--- config.mk ---
export PLATFORM = sky130hd
export DESIGN_NAME = io_hub_flat
export DESIGN_NICKNAME = d
export VERILOG_FILES = /design/src/rtl/io_hub_if.sv /design/src/rtl/io_hub.sv /design/src/flat_wrapper.sv
export SDC_FILE = /design/constraint.sdc
export NUM_CORES = 1
export LEC_CHECK = 0
export ABC_CLOCK_PERIOD_IN_PS = 3440
export BUFFER_PORTS_ARGS = -buffer_cell sky130_fd_sc_hd__buf_2
export CORE_MARGIN = 4
export CORE_UTILIZATION = 40
export CTS_CLUSTER_SIZE = 30
export DETAILED_ROUTE_END_ITERATION = 8
export PLACE_DENSITY_LB_ADDON = 0.08
export RECOVER_POWER = 100
export SLEW_MARGIN = 20
export SYNTH_ARGS = -nofsm -noshare
export SYNTH_HDL_FRONTEND = slang
export SYNTH_SLANG_ARGS = --single-unit
--- constraint.sdc ---
create_clock -name clk -period 3.44 [get_ports clk]
set_clock_uncertainty 0.2 [all_clocks]
set_input_delay 0.688 -clock clk [delete_from_list [all_inputs] [get_ports clk]]
set_output_delay 0.688 -clock clk [all_outputs]
set_load 0.05 [all_outputs]
--- src/rtl/io_hub_if.sv ---
// io_hub_if: CPU load/store, data RAM and UART channel signals of io_hub
// Modports: slave is the hub side, master is the CPU/RAM/UART side.
// Optional IO_HUB_IRQ_EN adds the irq line.
interface io_hub_if #(parameter int NUM_CH = 2);
    logic [31:0]         addr;
    logic [31:0]         wdata;
    logic                we;
    logic                re;
    logic [31:0]         rdata;
    logic [31:0]         ram_rdata;
    logic                ram_we;
    logic [7:0]          leds;
    logic [NUM_CH-1:0]   uart_wr;
    logic [8*NUM_CH-1:0] uart_wdata;
    logic [NUM_CH-1:0]   uart_tx_full;
    logic [NUM_CH-1:0]   uart_rd;
    logic [8*NUM_CH-1:0] uart_rdata;
    logic [NUM_CH-1:0]   uart_rx_empty;
`ifdef IO_HUB_IRQ_EN
    logic                irq;
`endif
    modport slave (
        input  addr, wdata, we, re, ram_rdata, uart_tx_full, uart_rdata, uart_rx_empty,
        output rdata, ram_we, leds, uart_wr, uart_wdata, uart_rd
`ifdef IO_HUB_IRQ_EN
        , output irq
`endif
    );
    modport master (
        output addr, wdata, we, re, ram_rdata, uart_tx_full, uart_rdata, uart_rx_empty,
        input  rdata, ram_we, leds, uart_wr, uart_wdata, uart_rd
`ifdef IO_HUB_IRQ_EN
        , input irq
`endif
    );
endinterface

--- src/rtl/io_hub.sv ---
// io_hub: memory-mapped LED/STATUS/UART-FIFO hub between the MIPS load/store port, data RAM and NUM_CH UARTs
// Ports: clk; reset (synchronous, active-high); bus (io_hub_if.slave) with CPU address/data/strobes,
// RAM read data and write enable, LED register, per-channel UART TX/RX handshakes.
// Macro IO_HUB_IRQ_EN: adds IRQ_MASK at offset 0x08 and a registered irq output.
module io_hub #(
    parameter int NUM_CH     = 2,
    parameter int FIFO_DEPTH = 4
) (
    input  logic     clk,
    input  logic     reset,
    io_hub_if.slave  bus
);
    localparam int AW = $clog2(FIFO_DEPTH);
    logic                   io_sel;
    logic [7:0]             off;
    logic                   status_rd;
    logic [NUM_CH-1:0]      data_sel, tx_empty, tx_full, rx_empty, rx_full;
    logic [NUM_CH-1:0]      tx_push, tx_pop, rx_push, rx_pop, ovf_set;
    logic [NUM_CH-1:0][7:0] rx_head;
    logic [31:0]            status;
    logic [31:0]            rd;
    logic [7:0]             leds_q, leds_d;
    logic [NUM_CH-1:0]      tx_ovf_q, tx_ovf_d;

    assign io_sel    = bus.addr[31:8] == 24'hFFFFFF;
    assign off       = bus.addr[7:0];
    assign status_rd = bus.re & io_sel & (off == 8'h04);
    assign bus.ram_we  = bus.we & ~io_sel;
    assign bus.leds    = leds_q;
    assign bus.uart_wr = tx_pop;
    assign bus.uart_rd = rx_push;
    // Fullness is judged on the start-of-cycle state, so a full FIFO rejects a push even while draining.
    assign tx_push  = {NUM_CH{bus.we}} & data_sel & ~tx_full;
    assign ovf_set  = {NUM_CH{bus.we}} & data_sel & tx_full;
    assign tx_pop   = ~tx_empty & ~bus.uart_tx_full;
    assign rx_push  = ~bus.uart_rx_empty & ~rx_full;
    assign rx_pop   = {NUM_CH{bus.re}} & data_sel & ~rx_empty;
    assign leds_d   = (bus.we & io_sel & (off == 8'h00)) ? bus.wdata[7:0] : leds_q;
    // A new overflow beats the clear-on-read of STATUS in the same cycle.
    assign tx_ovf_d = ovf_set | (status_rd ? '0 : tx_ovf_q);
    assign status[31:4*NUM_CH] = '0;

    for (genvar c = 0; c < NUM_CH; c++) begin : g_ch
        logic [7:0]  tx_mem_q [FIFO_DEPTH];
        logic [7:0]  rx_mem_q [FIFO_DEPTH];
        logic [AW:0] tx_wp_q, tx_rp_q, rx_wp_q, rx_rp_q;
        logic [AW:0] tx_wp_d, tx_rp_d, rx_wp_d, rx_rp_d;
        assign data_sel[c] = io_sel & (off == 8'(16 + 8 * c));
        assign tx_empty[c] = tx_wp_q == tx_rp_q;
        assign rx_empty[c] = rx_wp_q == rx_rp_q;
        // Pointers carry one extra wrap bit: equal index with differing MSB means full.
        assign tx_full[c]  = (tx_wp_q[AW] != tx_rp_q[AW]) && (tx_wp_q[AW-1:0] == tx_rp_q[AW-1:0]);
        assign rx_full[c]  = (rx_wp_q[AW] != rx_rp_q[AW]) && (rx_wp_q[AW-1:0] == rx_rp_q[AW-1:0]);
        assign tx_wp_d = tx_wp_q + (AW+1)'(tx_push[c]);
        assign tx_rp_d = tx_rp_q + (AW+1)'(tx_pop[c]);
        assign rx_wp_d = rx_wp_q + (AW+1)'(rx_push[c]);
        assign rx_rp_d = rx_rp_q + (AW+1)'(rx_pop[c]);
        assign rx_head[c] = rx_mem_q[rx_rp_q[AW-1:0]];
        assign bus.uart_wdata[8*c +: 8] = tx_mem_q[tx_rp_q[AW-1:0]];
        assign status[4*c +: 4] = {tx_ovf_q[c], tx_full[c], rx_full[c], rx_empty[c]};
        always_ff @(posedge clk) begin
            if (reset) begin
                tx_wp_q <= '0;
                tx_rp_q <= '0;
                rx_wp_q <= '0;
                rx_rp_q <= '0;
            end else begin
                tx_wp_q <= tx_wp_d;
                tx_rp_q <= tx_rp_d;
                rx_wp_q <= rx_wp_d;
                rx_rp_q <= rx_rp_d;
            end
            if (tx_push[c]) tx_mem_q[tx_wp_q[AW-1:0]] <= bus.wdata[7:0];
            if (rx_push[c]) rx_mem_q[rx_wp_q[AW-1:0]] <= bus.uart_rdata[8*c +: 8];
        end
    end

`ifdef IO_HUB_IRQ_EN
    logic [NUM_CH-1:0] mask_q, mask_d;
    logic              irq_q, irq_d;
    assign mask_d  = (bus.we & io_sel & (off == 8'h08)) ? bus.wdata[NUM_CH-1:0] : mask_q;
    assign irq_d   = |(~rx_empty & mask_q);
    assign bus.irq = irq_q;
    always_ff @(posedge clk) begin
        if (reset) begin
            mask_q <= '0;
            irq_q  <= 1'b0;
        end else begin
            mask_q <= mask_d;
            irq_q  <= irq_d;
        end
    end
`endif

    // Unmapped offsets fall through to zero; an empty RX FIFO reads as zero.
    always_comb begin
        rd = 32'h0;
        if (off == 8'h00) rd = {24'h0, leds_q};
        if (off == 8'h04) rd = status;
`ifdef IO_HUB_IRQ_EN
        if (off == 8'h08) rd = {{(32-NUM_CH){1'b0}}, mask_q};
`endif
        for (int i = 0; i < NUM_CH; i++)
            if (data_sel[i] & ~rx_empty[i]) rd = {24'h0, rx_head[i]};
        bus.rdata = io_sel ? rd : bus.ram_rdata;
    end

    always_ff @(posedge clk) begin
        if (reset) begin
            leds_q   <= '0;
            tx_ovf_q <= '0;
        end else begin
            leds_q   <= leds_d;
            tx_ovf_q <= tx_ovf_d;
        end
    end
endmodule
--- src/flat_wrapper.sv ---
// flat-port wrapper written by rule: the top's interface ports become plain ports
module io_hub_flat 
#(
    parameter int NUM_CH     = 2,
    parameter int FIFO_DEPTH = 4
)
  (clk, reset, bus_addr, bus_wdata, bus_we, bus_re, bus_ram_rdata, bus_uart_tx_full, bus_uart_rdata, bus_uart_rx_empty, bus_rdata, bus_ram_we, bus_leds, bus_uart_wr, bus_uart_wdata, bus_uart_rd);
  io_hub_if #(.NUM_CH(NUM_CH)) bus_i ();
  input  logic clk;
  input  logic reset;
  input wire logic [$bits(bus_i.addr)-1:0] bus_addr;
  input wire logic [$bits(bus_i.wdata)-1:0] bus_wdata;
  input wire logic [$bits(bus_i.we)-1:0] bus_we;
  input wire logic [$bits(bus_i.re)-1:0] bus_re;
  input wire logic [$bits(bus_i.ram_rdata)-1:0] bus_ram_rdata;
  input wire logic [$bits(bus_i.uart_tx_full)-1:0] bus_uart_tx_full;
  input wire logic [$bits(bus_i.uart_rdata)-1:0] bus_uart_rdata;
  input wire logic [$bits(bus_i.uart_rx_empty)-1:0] bus_uart_rx_empty;
  output wire logic [$bits(bus_i.rdata)-1:0] bus_rdata;
  output wire logic [$bits(bus_i.ram_we)-1:0] bus_ram_we;
  output wire logic [$bits(bus_i.leds)-1:0] bus_leds;
  output wire logic [$bits(bus_i.uart_wr)-1:0] bus_uart_wr;
  output wire logic [$bits(bus_i.uart_wdata)-1:0] bus_uart_wdata;
  output wire logic [$bits(bus_i.uart_rd)-1:0] bus_uart_rd;
  assign bus_i.addr = bus_addr;
  assign bus_i.wdata = bus_wdata;
  assign bus_i.we = bus_we;
  assign bus_i.re = bus_re;
  assign bus_i.ram_rdata = bus_ram_rdata;
  assign bus_i.uart_tx_full = bus_uart_tx_full;
  assign bus_i.uart_rdata = bus_uart_rdata;
  assign bus_i.uart_rx_empty = bus_uart_rx_empty;
  assign bus_rdata = bus_i.rdata;
  assign bus_ram_we = bus_i.ram_we;
  assign bus_leds = bus_i.leds;
  assign bus_uart_wr = bus_i.uart_wr;
  assign bus_uart_wdata = bus_i.uart_wdata;
  assign bus_uart_rd = bus_i.uart_rd;
  io_hub #(.NUM_CH(NUM_CH), .FIFO_DEPTH(FIFO_DEPTH)) u_core (.clk(clk), .reset(reset), .bus(bus_i));
endmodule
## Word level (Yosys, flattened, before mapping)

Memory sizes are Yosys's and may differ from the RTL's. A register that Yosys moved wholly into a read port is not among the register bits.
Index checks and enable logic that the tools add are counted.
Widths: inputs -> output; s select.

- Register bits after elaboration: 34
- Memory bits (writable): 128
- Bits of input ports: 120
- Output and inout port bits: 61
- Word-level logic and storage cells: 87
- Memories kept: 4

- Add/sub/neg operators: 8
- Equal/unequal tests: 16
- Multiplexer cells: 18
- Bitwise operators: 26
- Reduce and logical (&&, ||, !) cells: 5

Memory list:

| name | depth | width | rd ports | clocked after Yosys merged registers in | write ports | line | RTL |
|---|---|---|---|---|---|---|---|
| u_core.g_ch[0].rx_mem_q | 4 | 8 | 1 | 1 | 1 | io_hub.sv:45 | `logic [7:0] rx_mem_q [FIFO_DEPTH];` |
| u_core.g_ch[0].tx_mem_q | 4 | 8 | 1 | 1 | 1 | io_hub.sv:44 | `logic [7:0] tx_mem_q [FIFO_DEPTH];` |
| u_core.g_ch[1].rx_mem_q | 4 | 8 | 1 | 1 | 1 | io_hub.sv:45 |  |
| u_core.g_ch[1].tx_mem_q | 4 | 8 | 1 | 1 | 1 | io_hub.sv:44 |  |

Operators by type and width:

| cell | number |
|---|---|
| $mux 32 | 1 |
| $mux 8 | 4 |
| $add 3x1->3 | 8 |
| $eq 24x24->1 const B | 1 |
| $eq 8x5->1 const B | 2 |
| $and 2x2->2 | 7 |
| $eq 3x3->1 | 4 |
| $not 2->2 | 6 |
| $mux 2 | 5 |
| $and 1x1->1 | 9 |
| $eq 2x2->1 | 4 |
| $eq 8x3->1 const B | 1 |
| $logic_not 8->1 | 1 |
| $mux 1 | 8 |
| $logic_and 1x1->1 | 4 |
| $ne 1x1->1 | 4 |
| $not 1->1 | 3 |
| $or 2x2->2 | 1 |

## Longest topological paths before layout

Gate-level depths: netlist of run 1.

- Word-level depth: 6
- Gate-level depth with buffers: 9
- Depth with buffers taken out: 9

## Least setup slack after synthesis of run 1

OpenSTA, ideal clock, no wires.

- Kind: in2out
- Start: in bus_addr[1]
- End: out bus_rdata[5]
- Data arrival time: 2.921 ns
- Required time: 2.552 ns
- Setup slack: -0.369 ns
- Stages: 5
- Cell sequence: or4_4 > or4b_4 > nor2_2 > a22oi_1 > a31oi_1

- Word-level cells in the longest chain between the ends: 6
- Elaborated cells on any way between the ends: 13
- Classes of those cells: 3 x eq/ne; 5 x mux; 4 x bitwise; 1 x reduce/logical

Ends and longest elaborated chain:

| element | line | RTL |
|---|---|---|
| from (decl) | flat_wrapper.sv:11 | `input wire logic [$bits(bus_i.addr)-1:0] bus_addr;` |
| $eq 8x5->1 or $logic_not 8->1 (tied branches) | io_hub.sv:48, io_hub.sv:98 |  |
| $and 1x1->1 or $mux 8 (tied branches) | io_hub.sv:48, io_hub.sv:98 |  |
| $and 1x1->1 or $mux 8 (tied branches) | io_hub.sv:104, io_hub.sv:99 |  |
| $mux 8 | io_hub.sv:104 | `if (data_sel[i] & ~rx_empty[i]) rd = {24'h0, rx_head[i]};` |
| $mux 8 * | io_hub.sv:104 |  |
| $mux 32 * | io_hub.sv:105 | `bus.rdata = io_sel ? rd : bus.ram_rdata;` |
| to (decl) | flat_wrapper.sv:19 | `output wire logic [$bits(bus_i.rdata)-1:0] bus_rdata;` |

Every way passes the cells marked *; elsewhere a longest branch is shown, timed or not.

## Final worst setup path of run 1

- Start: in bus_addr[1]
- End: out bus_rdata[4]

The elaborated chain is that of the path after synthesis.

==> impl_metrics.env, run 1 <==
export IMPL_final_layout_size_suffix_gt1_share_pct=38.03
export IMPL_finish_instance_area_mm2=0.008742
export IMPL_post_dp_cell_area_mm2=0.008117
export IMPL_start_util_pct=41.11
export IMPL_cts_tree="yes"
export IMPL_min_to="u_core.tx_ovf_q[1]$_SDFF_PP0_"
export IMPL_routabilityCongestion=0.8331
export IMPL_cts_hold_buf=0
export IMPL_slew_violations=0
export IMPL_violations="negative setup slack"
export IMPL_seq_area_frac_synth_pct=65.90
export IMPL_busiest_layer="met2"
export IMPL_ant_nets=0
export IMPL_crit_type="input pin to output port"
export IMPL_grt_overflow_total=0
export IMPL_critical_path_arrival_ns=2.55
export IMPL_drt_iter0_drc=191
export IMPL_syn_nets=570
export IMPL_cp_end_kind="output port"
export IMPL_critPathRequiredTime_ns=2.55
export IMPL_drt_wl_total_um=16040
export IMPL_r2r_end="u_core.g_ch[0].rx_rp_q[1]$_SDFF_PP0_"
export IMPL_grt_setup_unrepaired="true"
export IMPL_via_per_inst=5.028
export IMPL_antenna_cells=0
export IMPL_clk_path_buf_depth=2
export IMPL_clock_latency_ns=0.42
export IMPL_netlist_area_mm2=0.006865
export IMPL_vdd_drop_max_mv=0.3237
export IMPL_rr_startpoint="u_core.g_ch[0].rx_rp_q[1]$_SDFF_PP0_"
export IMPL_yosys_area_top_type="edfxtp_1"
export IMPL_io_pins=181
export IMPL_track_usage_pct=17.09
export IMPL_power_leakage_nw=3.364
export IMPL_grtUsageMet2_pct=27.61
export IMPL_row_count=47
export IMPL_numCtsBuffers=17
export IMPL_post_dp_hpwl_um=11920
export IMPL_p_per_area_mw_per_mm2=491.9
export IMPL_min_period_ns=3.440
export IMPL_grt_pass1_vias=4549
export IMPL_first_pass_iters=4
export IMPL_status="complete, but fails checks"
export IMPL_min_from="u_core.tx_ovf_q[1]$_SDFF_PP0_"
export IMPL_grtUsageMet1_pct=22.67
export IMPL_fin_crit_sh_pct=100.0
export IMPL_hold_class="flop to flop"
export IMPL_htreeDepth=4
export IMPL_core_area_mm2=0.01670
export IMPL_hold_depth=1
export IMPL_placed_cells=825
export IMPL_r2r_cells=10
export IMPL_ys_flop_type="edfxtp_1"
export IMPL_final_cell_count_no_fill=859
export IMPL_routedWlPerCell_um=18.68
export IMPL_die_area_mm2=0.01932
export IMPL_syn_inst=434
export IMPL_tightest_slew_ns=0.6932
export IMPL_ys_warn_count=0
export IMPL_area_growth_pct=27.34
export IMPL_syn_avg_cell_area_um2=15.82
export IMPL_root_buffer="clkbuf_16"
export IMPL_synth_edf_count=128
export IMPL_max_cap_viol_count=0
export IMPL_crit_fanout=5
export IMPL_synth_top_area_share_pct=55.99
export IMPL_numPortBuffers=156
export IMPL_crit_path_start_kind="input pin"
export IMPL_final_setup_worst_slack_ns=-0.0003593
export IMPL_yosysUniqueCellTypes=47
export IMPL_max_slew_margin_rel_pct=53.98
export IMPL_nNetsFinal=762
export IMPL_startpoint="bus_addr[1]"
export IMPL_fillers=1476
export IMPL_synth_most_common_cell="edfxtp_1"
export IMPL_fmax_mhz=290.7
export IMPL_ff2ff_setup_slack_ns=0.90
export IMPL_grt_max_degree=36
export IMPL_ys_seq_elements=162
export IMPL_die_w_um=139.0
export IMPL_use_met3_pct=4.655
export IMPL_clk_pin_slew_ns=0.06
export IMPL_synthArstFlopShare_pct=0
export IMPL_setup_viol=1
export IMPL_cts_sinks=162
export IMPL_route_detailed_drc=0
export IMPL_hold_viol_final=0
export IMPL_synth_area_leaders="edfxtp_1 56%, mux4_2 10%, dfxtp_1 9.9%"
export IMPL_antenna_found_initial=0
export IMPL_vias=4319
export IMPL_yosys_top_cells_count="128 x edfxtp_1, 34 x dfxtp_1, 32 x mux4_2, 28 x nor2_1, 26 x and2_1"
export IMPL_die_h_um=139.0
export IMPL_grt_pass1_wl_um=25400
-- worst max-delay path, cell delays in order --
cell	delay, ns
buf_6	0.09
or4_4	0.53
or4b_4	0.57
nor2_4	0.20
a22oi_1	0.13
a21oi_4	0.17
buf_6	0.17
-- where the power goes --
| part | internal, mW | leakage, nW | switching, mW |
|---|---|---|---|
| combinational | 0.114 | 1.65 | 0.203 |
| sequential | 2.15 | 1.44 | 0.0147 |
| clock | 1.02 | 0.280 | 0.799 |
-- cell families after synthesis --
family	share of synthesized area, %
and+or+nand+nor	11.52
xor gates and xnor gates	2.552
DFF	65.90
buffers and inverters	1.640
AOI/OAI and AO/OA	3.062
muxes	12.41
adders and majority gates	2.916
-- metrics by stage --
step / worst slack, ns / hold slack [ns] / setup TNS [ns] / power, mW / utilization [%]
final: -0.0003593 / 0.2887 / -0.0003593 / 4.300 / 52.34
after global routing: -0.06181 / 0.3096 / -0.2403 / 4.466 / 52.34
after CTS: -0.003518 / 0.2617 / -0.003518 / 4.356 / 52.37
after detailed placement: -0.2524 / 0.2567 / -1.045 / 2.527 / 48.60
after global placement: -0.2118 / 0.2468 / -0.7902 / 2.520 / 48.60
after floorplan: 0.002402 / 0.2321 / 0 / 2.378 / -
-- cells in the final DEF (no fill, tap or decap), types with 17 or more instances in the layout --
cell type	instances
and2_1	26
buf_2	115
buf_4	30
clkbuf_1	36
clkbuf_16	17
dfxtp_1	32
edfxtp_1	128
mux4_2	32
nor2_1	28
nor2b_1	19
-- flip-flops by register name, indices dropped and copies added, names as in the netlist --
signal,flops
u_core.g_ch.tx_mem_q,64
u_core.g_ch.rx_rp_q,6
u_core.tx_ovf_q,2
u_core.bus.leds,8
u_core.g_ch.rx_mem_q,64
u_core.g_ch.tx_wp_q,6
u_core.g_ch.rx_wp_q,6
u_core.g_ch.tx_rp_q,6
-- worst max path at each step --
stage	endpoint	cells past startpoint	slack, ns
final	bus_rdata[4]	7	-0.0004
after CTS	bus_rdata[6]	7	-0.004
after global routing	bus_rdata[1]	7	-0.06
after global placement	bus_rdata[5]	7	-0.21
after detailed placement	bus_rdata[5]	7	-0.25
after floorplan	bus_rdata[1]	5	0.002
-- final cells by class --
| cell class | count | area, µm² | area share, % |
|---|---|---|---|
| Multi-Input combinational cell | 249 | 2310 | 26.42 |
| Sequential cell | 162 | 4527 | 51.78 |
| Tap cell | 220 | 275.3 | 3.149 |
| Inverter | 6 | 22.52 | 0.2576 |
| Timing Repair Buffer | 190 | 1041 | 11.91 |
| Clock inverter | 15 | 141.4 | 1.617 |
| Clock buffer | 17 | 425.4 | 4.866 |
-- routing by layer --
metal	share of wire (%)	routed length [µm]
met5	0	0
met4	1.6	259
met3	5.8	927
met2	50	7975
met1	43	6881
-- timing repair --
item	CTS	global route
resized for setup	16	10
pin swaps	3	4
setup buffers	1	1
endpoints found under the setup margin	7	8
Power figures use the tool's default switching activity.
==> inputs of run 2 (changes only) <==
- CORE_UTILIZATION: 40 -> 45
==> run 2 against run 1 <==
Compared with the run above: the run now ends clean; via count down 2.2%; count of clock-buffer cells in the layout unchanged; first-iteration DRC count is 1.0% higher; die area is 10% lower; maximum frequency is 0.58% higher; sequential power about the same; clock power up 6%; flip-flop and latch count unchanged; non-clock buffer count down 4.
==> impl_metrics.env, run 2 (synthesis results as in run 1) <==
export IMPL_track_usage_pct=18.55
export IMPL_fmax_mhz=292.4
export IMPL_grt_max_degree=36
export IMPL_area_growth_pct=26.61
export IMPL_holdWs_ns=0.2705
export IMPL_post_dp_cell_area_mm2=0.008049
export IMPL_cts_sinks=162
export IMPL_htreeDepth=4
export IMPL_first_pass_iters=4
export IMPL_die_h_um=131.5
export IMPL_die_area_mm2=0.01730
export IMPL_route_detailed_drc=0
export IMPL_root_buffer="clkbuf_16"
export IMPL_min_from="u_core.tx_ovf_q[1]$_SDFF_PP0_"
export IMPL_clock_latency_ns=0.42
export IMPL_fin_util_pct=58.91
export IMPL_cts_tree="yes"
export IMPL_vdd_drop_max_mv=0.5764
export IMPL_crit_fanout=5
export IMPL_die_w_um=131.5
export IMPL_fin_crit_sh_pct=99.43
export IMPL_critPathRequiredTime_ns=2.55
export IMPL_clk_pin_slew_ns=0.06
export IMPL_max_slew_margin_rel_pct=44.69
export IMPL_power_leakage_nw=3.351
export IMPL_p_per_area_mw_per_mm2=506.3
export IMPL_rr_startpoint="u_core.g_ch[1].rx_rp_q[0]$_SDFF_PP0_"
export IMPL_critical_path_arrival_ns=2.53
export IMPL_startpoint="bus_addr[1]"
export IMPL_vias=4225
export IMPL_grt_pass1_wl_um=24670
export IMPL_ant_nets=0
export IMPL_routedWlPerCell_um=18.93
export IMPL_final_setup_worst_slack_ns=0.01954
export IMPL_cp_end_kind="output port"
export IMPL_fillers=1200
export IMPL_cts_hold_buf=0
export IMPL_start_util_pct=46.53
export IMPL_final_common_cell="edfxtp_1"
export IMPL_crit_type="input pin to output port"
export IMPL_finish_instance_area_mm2=0.008692
export IMPL_via_per_inst=5.159
export IMPL_max_cap_viol_count=0
export IMPL_grt_pass1_vias=4448
export IMPL_final_layout_size_suffix_gt1_share_pct=37.95
export IMPL_numCtsBuffers=17
export IMPL_drt_wl_total_um=15510
export IMPL_hold_class="flop to flop"
export IMPL_core_area_mm2=0.01475
export IMPL_most_common_layout_cells="128 x edfxtp_1, 115 x buf_2, 34 x dfxtp_1"
export IMPL_post_dp_hpwl_um=11400
export IMPL_preCtsSetupSlack_ns=-0.2090
export IMPL_slew_violations=0
export IMPL_io_pins=181
export IMPL_numPortBuffers=156
export IMPL_antenna_found_initial=0
export IMPL_placed_cells=786
export IMPL_drt_iter0_drc=193
export IMPL_nNetsFinal=758
export IMPL_setup_viol=0
export IMPL_row_count=44
export IMPL_final_cell_count_no_fill=819
export IMPL_routabilityCongestion=0.8240
export IMPL_clk_path_buf_depth=2
export IMPL_min_period_ns=3.420
export IMPL_grt_setup_unrepaired="true"
export IMPL_crit_path_start_kind="input pin"
export IMPL_hold_viol_final=0
export IMPL_tightest_slew_ns=0.8266
export IMPL_grt_overflow_total=0
export IMPL_status="finished, final reports clean"
export IMPL_antenna_cells=0
-- run 2: final cells by class --
cell class	count	area, µm²	area share (%)
Inverter	6	22.52	0.2591
Multi-Input combinational cell	249	2303	26.50
Timing Repair Buffer	186	1007	11.59
Tap cell	184	230.2	2.649
Clock inverter	15	178.9	2.058
Sequential cell	162	4524	52.05
Clock buffer	17	425.4	4.894
-- run 2: report_power, final --
part           leakage (nW)  internal (mW)  switching (mW)  total (mW)
combinational          1.63          0.112           0.199       0.311
clock                 0.288           1.15           0.772        1.92
sequential             1.44           2.15          0.0153        2.17
-- run 2: worst paths after layout --
| kind | endpoint | slack [ns] | cells past startpoint |
|---|---|---|---|
| worst max-delay path | bus_rdata[2] | 0.02 | 7 |
| worst min-delay path | u_core.tx_ovf_q[1]$_SDFF_PP0_ | 0.27 | 1 |
| worst min register to register | u_core.tx_ovf_q[1]$_SDFF_PP0_ | 0.27 | 1 |
| worst max register to register | u_core.g_ch[1].rx_mem_q[2][0]$_DFFE_PP_ | 0.99 | 7 |
-- run 2: worst max-delay path, stage by stage --
cell and delay, ns:
buf_6 0.09, or4_4 0.54, or4b_4 0.56, nor3b_2 0.18, a211oi_1 0.10, o21ai_2 0.19, buf_6 0.18
-- run 2: layer usage --
| layer | up-vias | GRT usage, % | share of wire, % |
|---|---|---|---|
| met4 | 0 | 4.667 | 0.98 |
| li1 | 2047 | - | - |
| met5 | - | 0 | 0 |
| met2 | 123 | 30.43 | 50 |
| met3 | 9 | 5.352 | 5.2 |
| met1 | 2046 | 24.55 | 44 |
-- run 2: what timing repair did --
action / CTS / global route
pin swaps: 5 / 4
setup buffers: 0 / 1
cloned: 0 / 0
setup endpoints to repair: 7 / 5
gates resized for setup: 12 / 7
-- run 2: per-stage QoR --
step | TNS, ns | total power, mW
6_report | 0 | 4.401
5_1_grt | -0.02801 | 4.553
4_1_cts | 0 | 4.439
3_5_place_dp | -0.7692 | 2.521
3_3_place_gp | -0.6661 | 2.514
2_1_floorplan | 0 | 2.378
==> inputs of run 3 (changes only) <==
- GPL_TIMING_DRIVEN: default -> 0
- REMOVE_ABC_BUFFERS: default -> 1
==> run 3 against run 2 <==
Compared with the run above: the run now ends with negative setup slack left; count of clock-buffer cells in the layout rose by 8; critical path depth stayed put; sequential power is essentially flat; register-to-register slack lost 0.17 ns; cell area is 2.5% lower; critical endpoint is now bus_rdata[5].
==> impl_metrics.env, run 3 (synthesis results as in run 1) <==
export IMPL_post_dp_hpwl_um=11140
export IMPL_grt_setup_unrepaired="true"
export IMPL_track_usage_pct=18.33
export IMPL_tightest_slew_ns=1.236
export IMPL_routabilityCongestion=0.9228
export IMPL_crit_buf_inv=2
export IMPL_worst_path_max_delay_cell="or4b_4"
export IMPL_root_buffer="clkbuf_16"
export IMPL_fin_crit_sh_pct=101.1
export IMPL_violations="negative setup slack"
export IMPL_crit_type="input pin to output port"
export IMPL_power_leakage_nw=3.210
export IMPL_start_util_pct=46.53
export IMPL_most_common_layout_cells="128 x edfxtp_1, 116 x buf_2, 36 x clkbuf_1"
export IMPL_ant_nets=0
export IMPL_max_slew_margin_rel_pct=16.96
export IMPL_numPortBuffers=156
export IMPL_clock_latency_ns=0.41
export IMPL_antenna_found_initial=1
export IMPL_critPathRequiredTime_ns=2.55
export IMPL_seq_area_mm2=0.004532
export IMPL_crit_fanout=5
export IMPL_drt_wl_total_um=15570
export IMPL_multi_input_area_mm2=0.002335
export IMPL_htreeDepth=4
export IMPL_grt_max_degree=36
export IMPL_final_layout_size_suffix_gt1_share_pct=37.07
export IMPL_fin_util_pct=57.44
export IMPL_hold_viol_final=0
export IMPL_first_pass_iters=4
export IMPL_routedWlPerCell_um=19.68
export IMPL_numCtsBuffers=17
export IMPL_clk_path_buf_depth=2
export IMPL_setup_viol=3
export IMPL_nNetsFinal=730
export IMPL_clk_pin_slew_ns=0.06
export IMPL_drt_iter0_drc=226
export IMPL_fillers=1213
export IMPL_core_area_mm2=0.01475
export IMPL_die_w_um=131.5
export IMPL_min_period_ns=3.479
export IMPL_route_detailed_drc=0
export IMPL_path_cells="buf_6 -> or4_4 -> or4b_4 -> nor2_4 -> a22oi_2 -> a31oi_1 -> buf_4"
export IMPL_grt_pass1_vias=4320
export IMPL_vdd_drop_max_mv=0.5330
export IMPL_cp_end_kind="output port"
export IMPL_fmax_mhz=287.4
export IMPL_row_count=44
export IMPL_via_per_inst=5.344
export IMPL_hold_class="flop to flop"
export IMPL_crit_family="simple AND/OR/NAND/NOR gates"
export IMPL_grt_overflow_total=0
export IMPL_grt_pass1_wl_um=24370
export IMPL_cts_tree="yes"
export IMPL_final_setup_worst_slack_ns=-0.03943
export IMPL_critical_path_arrival_ns=2.59
export IMPL_die_h_um=131.5
export IMPL_io_pins=181
export IMPL_antenna_cells=0
export IMPL_slew_violations=0
export IMPL_crit_path_start_kind="input pin"
export IMPL_status="complete, but fails checks"
export IMPL_die_area_mm2=0.01730
export IMPL_max_cap_viol_count=0
export IMPL_final_common_cell="edfxtp_1"
export IMPL_p_per_area_mw_per_mm2=496.1
export IMPL_max_stage_delay_ns=0.57
export IMPL_holdWs_ns=0.2776
export IMPL_vias=4227
export IMPL_area_growth_pct=23.44
export IMPL_cts_sinks=162
run 3: cell count changes in the layout (fill, tap and decap cells not counted), moves of 4 or more:
cell     delta
buf_4      -29
nor3b_1     -5
dfxtp_1     -6
inv_6       -4
dfxtp_2     +6
nor3b_2     +5
run 3: what timing repair did:
item,in CTS,in global routing
setup endpoints to repair,33,7
hold buffers,0,0
buffers inserted,1,1
resized for setup,26,9
pin swaps,11,5
run 3: path summary, 6_finish.rpt:
| check | start | endpoint | slack (ns) | cells after the start |
|---|---|---|---|---|
| worst max-delay path | bus_addr[5] | bus_rdata[5] | -0.04 | 7 |
| worst min-delay path | u_core.tx_ovf_q[1]$_SDFF_PP0_ | u_core.tx_ovf_q[1]$_SDFF_PP0_ | 0.28 | 1 |
| worst max register to register | u_core.g_ch[0].rx_rp_q[0]$_SDFF_PP0_ | u_core.g_ch[0].rx_mem_q[1][7]$_DFFE_PP_ | 0.82 | 5 |
| worst min register to register | u_core.tx_ovf_q[1]$_SDFF_PP0_ | u_core.tx_ovf_q[1]$_SDFF_PP0_ | 0.28 | 1 |
run 3: routing by layer:
| layer | vias up | GRT usage (%) | routed length (µm) |
|---|---|---|---|
| li1 | 1988 | - | - |
| met1 | 2073 | 23.87 | 6528 |
| met2 | 137 | 29.86 | 7674 |
| met3 | 27 | 5.122 | 1036 |
| met4 | 2 | 6.184 | 314 |
| met5 | - | 0 | 13 |
run 3: worst reg2reg max path: cells and delay by family, from the launching register on:
kind,cells,cell delay (ns)
AO/OA/AOI/OAI,1,0.36
XOR/XNOR,1,0.31
flip-flops,1,0.54
AND/OR/NAND/NOR,3,0.83
run 3: power breakdown:
part           internal (mW)  leakage, nW  switching (mW)
sequential              2.16         1.44          0.0151
combinational          0.102         1.50           0.197
clock                   1.02        0.273           0.710
run 3: per-stage QoR:
stage	instances	setup slack (ns)	cell area (µm²)	power (mW)	TNS, ns
2_1_floorplan	417	-0.3691	6775	2.367	-1.976
3_3_place_gp	757	-0.5058	7786	2.495	-28.11
3_5_place_dp	757	-0.4095	7826	2.504	-10.77
4_1_cts	790	-0.01202	8483	4.248	-0.01202
5_1_grt	791	-0.08970	8474	4.361	-0.3510
6_report	791	-0.03943	8474	4.204	-0.06824
run 3: cell type report:
cell class	instances	share of cell area, %
Timing Repair Buffer	158	9.464
Tap cell	184	2.717
Clock inverter	7	0.5463
Sequential cell	162	53.48
Multi-Input combinational cell	249	27.55
Inverter	6	0.2658
Clock buffer	25	5.980
